==> src/rtl/window_row_fetcher_if.sv <==
// Activation SRAM read port between the window row fetcher and the SRAM.
//   master (fetcher): drives mem_rd_en / mem_addr, receives mem_rdata
//   slave  (SRAM)   : returns mem_rdata the cycle after mem_rd_en
interface window_row_fetcher_if #(
  parameter int ADDR_W = 16
);
  logic              mem_rd_en;
  logic [ADDR_W-1:0] mem_addr;
  logic [31:0]       mem_rdata;

  modport master (output mem_rd_en, output mem_addr, input mem_rdata);
  modport slave  (input mem_rd_en, input mem_addr, output mem_rdata);
endinterface

==> src/rtl/window_row_fetcher.sv <==
// window_row_fetcher: scans an int8 feature map held as 32-bit words
// (4 pixels per word) and feeds the 4x4 sliding-window row skewer with
// 4-row x 1-word windows. The next window is prefetched into a shadow bank
// while the current one is held stable on the row outputs.
//
// Ports:
//   clk, reset      clock, synchronous active-high reset
//   start           pulse: begin a full-image scan at base_addr
//   base_addr       word address of image row 0 / word 0, sampled with start
//   stall           blocks issuing a new window while high
//   mem             SRAM read port (window_row_fetcher_if.master)
//   row0..3_out     window rows r..r+3 at word column c
//   win_start       one-cycle pulse when a new window is presented
//   win_row/win_col position (r, c) of the presented window
//   busy, done      scan in progress / one-cycle end-of-scan pulse
//
// Build option: define WINFETCH_ZERO_PAD_EN to keep scanning down to the
// last image row; rows below the image are not read and present as zero.
module window_row_fetcher #(
  parameter int IMG_W_WORDS = 8,
  parameter int IMG_H       = 32,
  parameter int ROW_STEP    = 1,
  parameter int HOLD_CYCLES = 5,
  parameter int ADDR_W      = 16
) (
  input  logic                clk,
  input  logic                reset,
  input  logic                start,
  input  logic [ADDR_W-1:0]   base_addr,
  input  logic                stall,
  window_row_fetcher_if.master mem,
  output logic [31:0]         row0_out,
  output logic [31:0]         row1_out,
  output logic [31:0]         row2_out,
  output logic [31:0]         row3_out,
  output logic                win_start,
  output logic [9:0]          win_row,
  output logic [7:0]          win_col,
  output logic                busy,
  output logic                done
);

`ifdef WINFETCH_ZERO_PAD_EN
  localparam int LAST_R = ((IMG_H - 1) / ROW_STEP) * ROW_STEP;
`else
  localparam int LAST_R = ((IMG_H - 4) / ROW_STEP) * ROW_STEP;
`endif
  localparam int HCW = $clog2(HOLD_CYCLES + 2);

  typedef enum logic [1:0] {S_IDLE, S_FETCH, S_LAST} state_e;

  state_e            state_q, state_d;
  logic [ADDR_W-1:0] base_q, base_d;
  logic [9:0]        r_q, r_d;
  logic [7:0]        c_q, c_d;
  logic [2:0]        fetch_cnt_q, fetch_cnt_d;   // read slots issued for the window being fetched
  logic              slot_vld_q, slot_vld_d;     // a read slot is on the bus this cycle
  logic [1:0]        slot_k_q, slot_k_d;
  logic              rd_en_q, rd_en_d;
  logic [ADDR_W-1:0] addr_q, addr_d;
  logic              cap_vld_q, cap_vld_d;       // mem_rdata belongs to slot cap_k_q this cycle
  logic [1:0]        cap_k_q, cap_k_d;
  logic              cap_rd_q, cap_rd_d;         // slot was really read (else forced to zero)
  logic [3:0][31:0]  shadow_q, shadow_d;
  logic              shadow_full_q, shadow_full_d;
  logic [HCW-1:0]    hold_cnt_q, hold_cnt_d;
  logic [3:0][31:0]  rows_q, rows_d;
  logic              win_start_q, win_start_d;
  logic [9:0]        win_row_q, win_row_d;
  logic [7:0]        win_col_q, win_col_d;
  logic              busy_q, busy_d;
  logic              done_q, done_d;

  logic [ADDR_W-1:0] issue_base, issue_addr;
  logic [9:0]        issue_r;
  logic [7:0]        issue_c;
  logic [1:0]        issue_k;
  logic [10:0]       issue_row;
  logic              issue_rd, issue;
  logic [31:0]       cap_word;
  logic              data_ready, emit, last_win;

  // Read address of the next slot. The very first slot is issued in the
  // same cycle start is accepted, so it uses base_addr and (0,0) directly.
  // NOTE: every always_comb output gets a default before any branch so no
  // path leaves it unassigned and no latch is inferred.
  always_comb begin
    issue_base = base_q;
    issue_r    = r_q;
    issue_c    = c_q;
    issue_k    = fetch_cnt_q[1:0];
    if (state_q == S_IDLE) begin
      issue_base = base_addr;
      issue_r    = '0;
      issue_c    = '0;
      issue_k    = '0;
    end
    issue_row  = {1'b0, issue_r} + {9'b0, issue_k};
    issue_addr = issue_base + ADDR_W'(int'(issue_row) * IMG_W_WORDS) + ADDR_W'(issue_c);
`ifdef WINFETCH_ZERO_PAD_EN
    issue_rd   = int'(issue_row) < IMG_H;
`else
    issue_rd   = 1'b1;
`endif
  end

  always_comb begin
    state_d       = state_q;
    base_d        = base_q;
    r_d           = r_q;
    c_d           = c_q;
    fetch_cnt_d   = fetch_cnt_q;
    slot_vld_d    = 1'b0;
    slot_k_d      = slot_k_q;
    rd_en_d       = 1'b0;
    addr_d        = addr_q;
    cap_vld_d     = slot_vld_q;
    cap_k_d       = slot_k_q;
    cap_rd_d      = rd_en_q;
    shadow_full_d = shadow_full_q;
    hold_cnt_d    = (hold_cnt_q != '0) ? hold_cnt_q - 1'b1 : hold_cnt_q;
    rows_d        = rows_q;
    win_start_d   = 1'b0;
    win_row_d     = win_row_q;
    win_col_d     = win_col_q;
    busy_d        = busy_q;
    done_d        = 1'b0;
    issue         = 1'b0;

    // Capture: shadow_d is also the emit source, so the fourth word can be
    // forwarded straight to the outputs in the cycle it arrives.
    cap_word = cap_rd_q ? mem.mem_rdata : 32'h0;
    for (int k = 0; k < 4; k++)
      shadow_d[k] = (cap_vld_q && cap_k_q == 2'(k)) ? cap_word : shadow_q[k];
    if (cap_vld_q && cap_k_q == 2'd3) shadow_full_d = 1'b1;

    data_ready = shadow_full_q || (cap_vld_q && cap_k_q == 2'd3);
    emit       = (state_q == S_FETCH) && data_ready && (hold_cnt_q == '0) && !stall;
    last_win   = (r_q == 10'(LAST_R)) && (c_q == 8'(IMG_W_WORDS - 1));

    unique case (state_q)
      S_IDLE: begin
        // done_q blocks a start arriving in the done cycle itself.
        if (start && !done_q) begin
          base_d      = base_addr;
          r_d         = '0;
          c_d         = '0;
          busy_d      = 1'b1;
          fetch_cnt_d = 3'd1;
          issue       = 1'b1;
          state_d     = S_FETCH;
        end
      end
      S_FETCH: begin
        if (fetch_cnt_q != 3'd4) begin
          issue       = 1'b1;
          fetch_cnt_d = fetch_cnt_q + 3'd1;
        end
        if (emit) begin
          rows_d        = shadow_d;
          win_start_d   = 1'b1;
          win_row_d     = r_q;
          win_col_d     = c_q;
          shadow_full_d = 1'b0;
          hold_cnt_d    = HCW'(HOLD_CYCLES);
          if (last_win) begin
            state_d = S_LAST;
          end else begin
            // Prefetch of the next window starts the cycle after emit.
            fetch_cnt_d = '0;
            if (c_q == 8'(IMG_W_WORDS - 1)) begin
              c_d = '0;
              r_d = r_q + 10'(ROW_STEP);
            end else begin
              c_d = c_q + 8'd1;
            end
          end
        end
      end
      S_LAST: begin
        if (hold_cnt_q == '0) begin
          done_d  = 1'b1;
          busy_d  = 1'b0;
          state_d = S_IDLE;
        end
      end
      default: state_d = S_IDLE;
    endcase

    if (issue) begin
      slot_vld_d = 1'b1;
      slot_k_d   = issue_k;
      rd_en_d    = issue_rd;
      addr_d     = issue_addr;
    end
  end

  // NOTE: sequential state is updated only with non-blocking assignments so
  // every flop samples the pre-edge values of the others.
  always_ff @(posedge clk) begin
    if (reset) begin
      state_q       <= S_IDLE;
      base_q        <= '0;
      r_q           <= '0;
      c_q           <= '0;
      fetch_cnt_q   <= '0;
      slot_vld_q    <= 1'b0;
      slot_k_q      <= '0;
      rd_en_q       <= 1'b0;
      addr_q        <= '0;
      cap_vld_q     <= 1'b0;
      cap_k_q       <= '0;
      cap_rd_q      <= 1'b0;
      shadow_full_q <= 1'b0;
      hold_cnt_q    <= '0;
      rows_q        <= '0;
      win_start_q   <= 1'b0;
      win_row_q     <= '0;
      win_col_q     <= '0;
      busy_q        <= 1'b0;
      done_q        <= 1'b0;
    end else begin
      state_q       <= state_d;
      base_q        <= base_d;
      r_q           <= r_d;
      c_q           <= c_d;
      fetch_cnt_q   <= fetch_cnt_d;
      slot_vld_q    <= slot_vld_d;
      slot_k_q      <= slot_k_d;
      rd_en_q       <= rd_en_d;
      addr_q        <= addr_d;
      cap_vld_q     <= cap_vld_d;
      cap_k_q       <= cap_k_d;
      cap_rd_q      <= cap_rd_d;
      shadow_full_q <= shadow_full_d;
      hold_cnt_q    <= hold_cnt_d;
      rows_q        <= rows_d;
      win_start_q   <= win_start_d;
      win_row_q     <= win_row_d;
      win_col_q     <= win_col_d;
      busy_q        <= busy_d;
      done_q        <= done_d;
    end
  end

  // NOTE: the shadow bank holds data only; its contents are meaningless
  // until shadow_full / cap_vld say otherwise, so it carries no reset.
  always_ff @(posedge clk) shadow_q <= shadow_d;

  assign mem.mem_rd_en = rd_en_q;
  assign mem.mem_addr  = addr_q;
  assign row0_out      = rows_q[0];
  assign row1_out      = rows_q[1];
  assign row2_out      = rows_q[2];
  assign row3_out      = rows_q[3];
  assign win_start     = win_start_q;
  assign win_row       = win_row_q;
  assign win_col       = win_col_q;
  assign busy          = busy_q;
  assign done          = done_q;

endmodule
==> src/flat_wrapper.sv <==
// flat-port wrapper written by rule: the top's interface ports become plain ports
module window_row_fetcher_flat 
#(
  parameter int IMG_W_WORDS = 8,
  parameter int IMG_H       = 32,
  parameter int ROW_STEP    = 1,
  parameter int HOLD_CYCLES = 5,
  parameter int ADDR_W      = 16
)
  (clk, reset, start, base_addr, stall, row0_out, row1_out, row2_out, row3_out, win_start, win_row, win_col, busy, done, mem_mem_rd_en, mem_mem_addr, mem_mem_rdata);
  window_row_fetcher_if #(.ADDR_W(ADDR_W)) mem_i ();
  input  logic clk;
  input  logic reset;
  input  logic start;
  input  logic [ADDR_W-1:0] base_addr;
  input  logic stall;
  output logic [31:0] row0_out;
  output logic [31:0] row1_out;
  output logic [31:0] row2_out;
  output logic [31:0] row3_out;
  output logic win_start;
  output logic [9:0] win_row;
  output logic [7:0] win_col;
  output logic busy;
  output logic done;
  output wire logic [$bits(mem_i.mem_rd_en)-1:0] mem_mem_rd_en;
  output wire logic [$bits(mem_i.mem_addr)-1:0] mem_mem_addr;
  input wire logic [$bits(mem_i.mem_rdata)-1:0] mem_mem_rdata;
  assign mem_mem_rd_en = mem_i.mem_rd_en;
  assign mem_mem_addr = mem_i.mem_addr;
  assign mem_i.mem_rdata = mem_mem_rdata;
  window_row_fetcher #(.IMG_W_WORDS(IMG_W_WORDS), .IMG_H(IMG_H), .ROW_STEP(ROW_STEP), .HOLD_CYCLES(HOLD_CYCLES), .ADDR_W(ADDR_W)) u_core (.clk(clk), .reset(reset), .start(start), .base_addr(base_addr), .stall(stall), .mem(mem_i), .row0_out(row0_out), .row1_out(row1_out), .row2_out(row2_out), .row3_out(row3_out), .win_start(win_start), .win_row(win_row), .win_col(win_col), .busy(busy), .done(done));
endmodule
==> config.mk <==
export PLATFORM = sky130hd
export DESIGN_NAME = window_row_fetcher_flat
export DESIGN_NICKNAME = d
export VERILOG_FILES = /design/src/rtl/window_row_fetcher_if.sv /design/src/rtl/window_row_fetcher.sv /design/src/flat_wrapper.sv
export SDC_FILE = /design/constraint.sdc
export NUM_CORES = 1
export LEC_CHECK = 0
export BUFFER_PORTS_ARGS = -buffer_cell sky130_fd_sc_hd__buf_2
export CORE_ASPECT_RATIO = 1.2
export CORE_MARGIN = 1.5
export CORE_UTILIZATION = 40
export DETAILED_ROUTE_END_ITERATION = 10
export GPL_ROUTABILITY_DRIVEN = 0
export PLACE_DENSITY = 0.66
export SYNTH_ARGS = -nofsm -noshare
export SYNTH_HDL_FRONTEND = slang
export SYNTH_SLANG_ARGS = --single-unit
==> constraint.sdc <==
create_clock -name clk -period 5.2 [get_ports clk]
set_clock_uncertainty 0.1 [all_clocks]
set_input_delay 0.52 -clock clk [delete_from_list [all_inputs] [get_ports clk]]
set_output_delay 0.52 -clock clk [all_outputs]
set_load 0.02 [all_outputs]
==> metrics.cfg <==
[clock_network]
cts.htree.levels=2
post-cts-setup-buffers=0
ctsLongestPathBuffers=3
clock_sinks=342
hold_buffers=0
cts_buffers=36
path_clk_slew_ns=0.06
post_cts_gate_resize_count=0
tritoncts=yes
clk_latency_ns=0.52
clk_root_buffer_cell=sky130_fd_sc_hd__clkbuf_16

[routing]
routed_wl_um=32350
route.vias.total=10477
post_route_antenna_net_violation_count=0
drt_first_iter_violations=627
drt_drc_violations_left=0
top_layer=met5
wl_per_cell_um=15.84
route.met2.wl_um=15680
drt_pre_antenna_iters=6
met1Wirelength_um=14200
vias_per_cell=5.131
dr_wl_met3_um=1727

[power_and_ir_drop]
total_switching_power_mw=1.334
leakage_nw=6.718
netSwitchingFraction_pct=23.19
max-vdd-ir-drop_v=0.0003040
power.share.clock_pct=43.0
share_seq_of_total_power_pct=49.2
power_frac_comb_pct=7.9
power.internal_mw=4.418
cellPowerDensity_mw_per_mm2=368.3

[yosys]
synthCells=1438
synth_enable_flop_cells=0
ys_async_sr_fraction_pct=0
sequential_to_total_area_share_from_yosys_stat_pct=52.17
post_synth_mux_area_share_pct=11.67
synthesis.area_per_instance_um2=9.126
synth_compound_gate_area_share_pct=5.558
postSynthNetCount=1529
ys.warnings.count=0
synth-xor-area-share_pct=1.468
syn-cell-area_mm2=0.01312
synth_seq_cells=342
synth_fa_ha_area_share_pct=4.119
synth_cell_type_count=52
synth_simple_gate_area_share_pct=21.75
largest_family_of_logic_cells_by_synthesized_area=simple AND/OR/NAND/NOR gates
top_flip_flop_cell_by_instance_count_after_synthesis=sky130_fd_sc_hd__dfxtp_1

[floorplan]
design.portCount=218
start_util_pct=40.69
rows=72
placeableCoreArea_mm2=0.03225
die_area_mm2=0.03391
die_height_um=201.4
floorplan.die.width_um=168.4

[setup_path]
critPathLaunchType=flip-flop
endpoint_kind=flip-flop
critical_path_peak_fanout=11
critical_path_required_ns=5.53
timing.critical_path.arrival_ns=4.46
timing_worst_setup_path_type=flip-flop to flip-flop

[run_status]
outcome=finished clean

[grt]
grtUsageTotal_pct=18.85
initial_antenna_violation_count=2
globalRouteOverflowTotal=0
number_of_global_route_vias_before_repair=10099
grt_first_pass_wirelength_um=52070
largest_net_degree_at_the_start_of_global_routing=134

[cells_and_area]
final_cell_mix=sky130_fd_sc_hd__dfxtp_1 (342), sky130_fd_sc_hd__nor2_1 (298), sky130_fd_sc_hd__buf_2 (216)
area_growth_pct=18.98
commonest_non_fill_non_tap_cell_in_the_layout=sky130_fd_sc_hd__dfxtp_1
final_nets=1701
finalNonFillerCells=2042
final_layout_size_suffix_gt1_share_pct=25.89

[sta]
finalCriticalPeriod_ns=4.129
slew-limit-headroom_pct=24.26
setup_total_negative_slack_ns=0
drv_slew=0
holdWs_ns=0.1511
tightestPinTransition_ns=1.136
max_clock_freq_mhz=242.2
final_hold_viol_count=0
finalSetupViolCount=0
final.period_utilization_pct=79.40
rsz0062_at_grt=false

[min_path]
hold_path_class=input pin to flip-flop

[run]
timing.max_cap.violations=0

[placement]
port_buffer_count=217
post-dp-hpwl_um=21110
placedCellCount=1979

==> power by group through the flow <==
stage / Clock, mW / Sequential, mW / Combinational, mW
floorplan: 0 / 2.88 / 0.322
global placement: 0 / 2.88 / 0.436
detailed placement: 0 / 2.89 / 0.452
CTS: 2.54 / 2.83 / 0.455
global route: 2.66 / 2.84 / 0.506
finish: 2.47 / 2.83 / 0.453
==> sequential cells by signal (all words and copies together) (netlist names), 3 cells and up <==
name / cells
u_core.shadow_q: 128
u_core.row0_out: 32
u_core.row1_out: 32
u_core.row2_out: 32
u_core.row3_out: 32
u_core.base_q: 16
u_core.mem.mem_addr: 16
u_core.r_q: 10
u_core.win_row: 10
u_core.c_q: 8
u_core.win_col: 8
u_core.fetch_cnt_q: 3
u_core.hold_cnt_q: 3
==> path summary, 6_finish.rpt <==
kind	startpoint	endpoint	slack, ns	depth (start not counted)
max	u_core.state_q[0]	u_core.mem.mem_addr[13]	1.07	16
min	base_addr[5]	u_core.base_q[5]	0.15	3
max reg2reg	u_core.state_q[0]	u_core.mem.mem_addr[13]	1.07	16
min reg2reg	u_core.mem.mem_addr[7]	u_core.mem.mem_addr[7]	0.35	2
==> area by class of cell <==
cell class	instances	area, µm²
diodes	1	2.502
flip-flops and latches	342	6847
clock buffers	50	1033
multi-input cells	983	5871
well taps	407	509.2
inverters	19	71.32
clock inverters	12	106.4
fillers	3148	16640
repair buffers	228	1175
==> metal layers <==
layer / vias up / global-route usage [%]
met4: 2 / 5.389
met5: - / 0
met2: 264 / 33.00
met1: 4984 / 23.38
met3: 59 / 3.777
li1: 5168 / -
==> synthesized netlist by cell type, types with 9 or more instances <==
master | number | area (µm²)
sky130_fd_sc_hd__xnor2_1 | 14 | 122.6
sky130_fd_sc_hd__mux2_2 | 128 | 1441
sky130_fd_sc_hd__nor3_1 | 137 | 685.7
sky130_fd_sc_hd__nor2_1 | 299 | 1122
sky130_fd_sc_hd__ha_1 | 32 | 400.4
sky130_fd_sc_hd__a21oi_1 | 80 | 400.4
sky130_fd_sc_hd__inv_1 | 19 | 71.32
sky130_fd_sc_hd__nand2_1 | 147 | 551.8
sky130_fd_sc_hd__dfxtp_1 | 342 | 6847
sky130_fd_sc_hd__nand3_1 | 14 | 70.07
sky130_fd_sc_hd__clkbuf_1 | 84 | 315.3
sky130_fd_sc_hd__o21ai_0 | 17 | 85.08
sky130_fd_sc_hd__mux2i_1 | 9 | 90.09
==> per-stage QoR <==
stage	worst slack (ns)	util, %	total power, mW	instance area [µm²]
after floorplan	0.9376	-	3.207	13120
after global placement	1.215	44.88	3.313	14470
after detailed placement	1.119	44.88	3.338	14470
after CTS	1.093	48.41	5.825	15610
after global routing	0.7912	48.42	6.003	15620
final	1.071	48.42	5.752	15620
==> kinds of logic (layout without fill, tap and decap cells) <==
| logic type | count (synthesis) | after routing |
|---|---|---|
| adders and majority gates | 39 | 39 |
| other | 0 | 1 |
| AOI/OAI and AO/OA | 129 | 129 |
| and+or+nand+nor | 656 | 656 |
| DFF | 342 | 342 |
| buffers and inverters | 113 | 309 |
| muxes | 137 | 137 |
| xor gates and xnor gates | 22 | 22 |
==> critical path, stage by stage (launching register included) <==
cell and delay [ns]:
sky130_fd_sc_hd__dfxtp_1 0.40, sky130_fd_sc_hd__nor2_2 0.35, sky130_fd_sc_hd__nor2_1 0.16, sky130_fd_sc_hd__ha_1 0.34, sky130_fd_sc_hd__a21o_1 0.20, sky130_fd_sc_hd__nand2_1 0.08
sky130_fd_sc_hd__xnor2_1 0.12, sky130_fd_sc_hd__nand2_1 0.10, sky130_fd_sc_hd__fa_1 0.56, sky130_fd_sc_hd__inv_1 0.05, sky130_fd_sc_hd__ha_1 0.36, sky130_fd_sc_hd__o211ai_1 0.10
sky130_fd_sc_hd__o21ai_0 0.37, sky130_fd_sc_hd__a31oi_1 0.20, sky130_fd_sc_hd__a31oi_1 0.23, sky130_fd_sc_hd__xnor2_1 0.09, sky130_fd_sc_hd__a211oi_1 0.24
No activity file was read; power rests on OpenSTA's default activity.
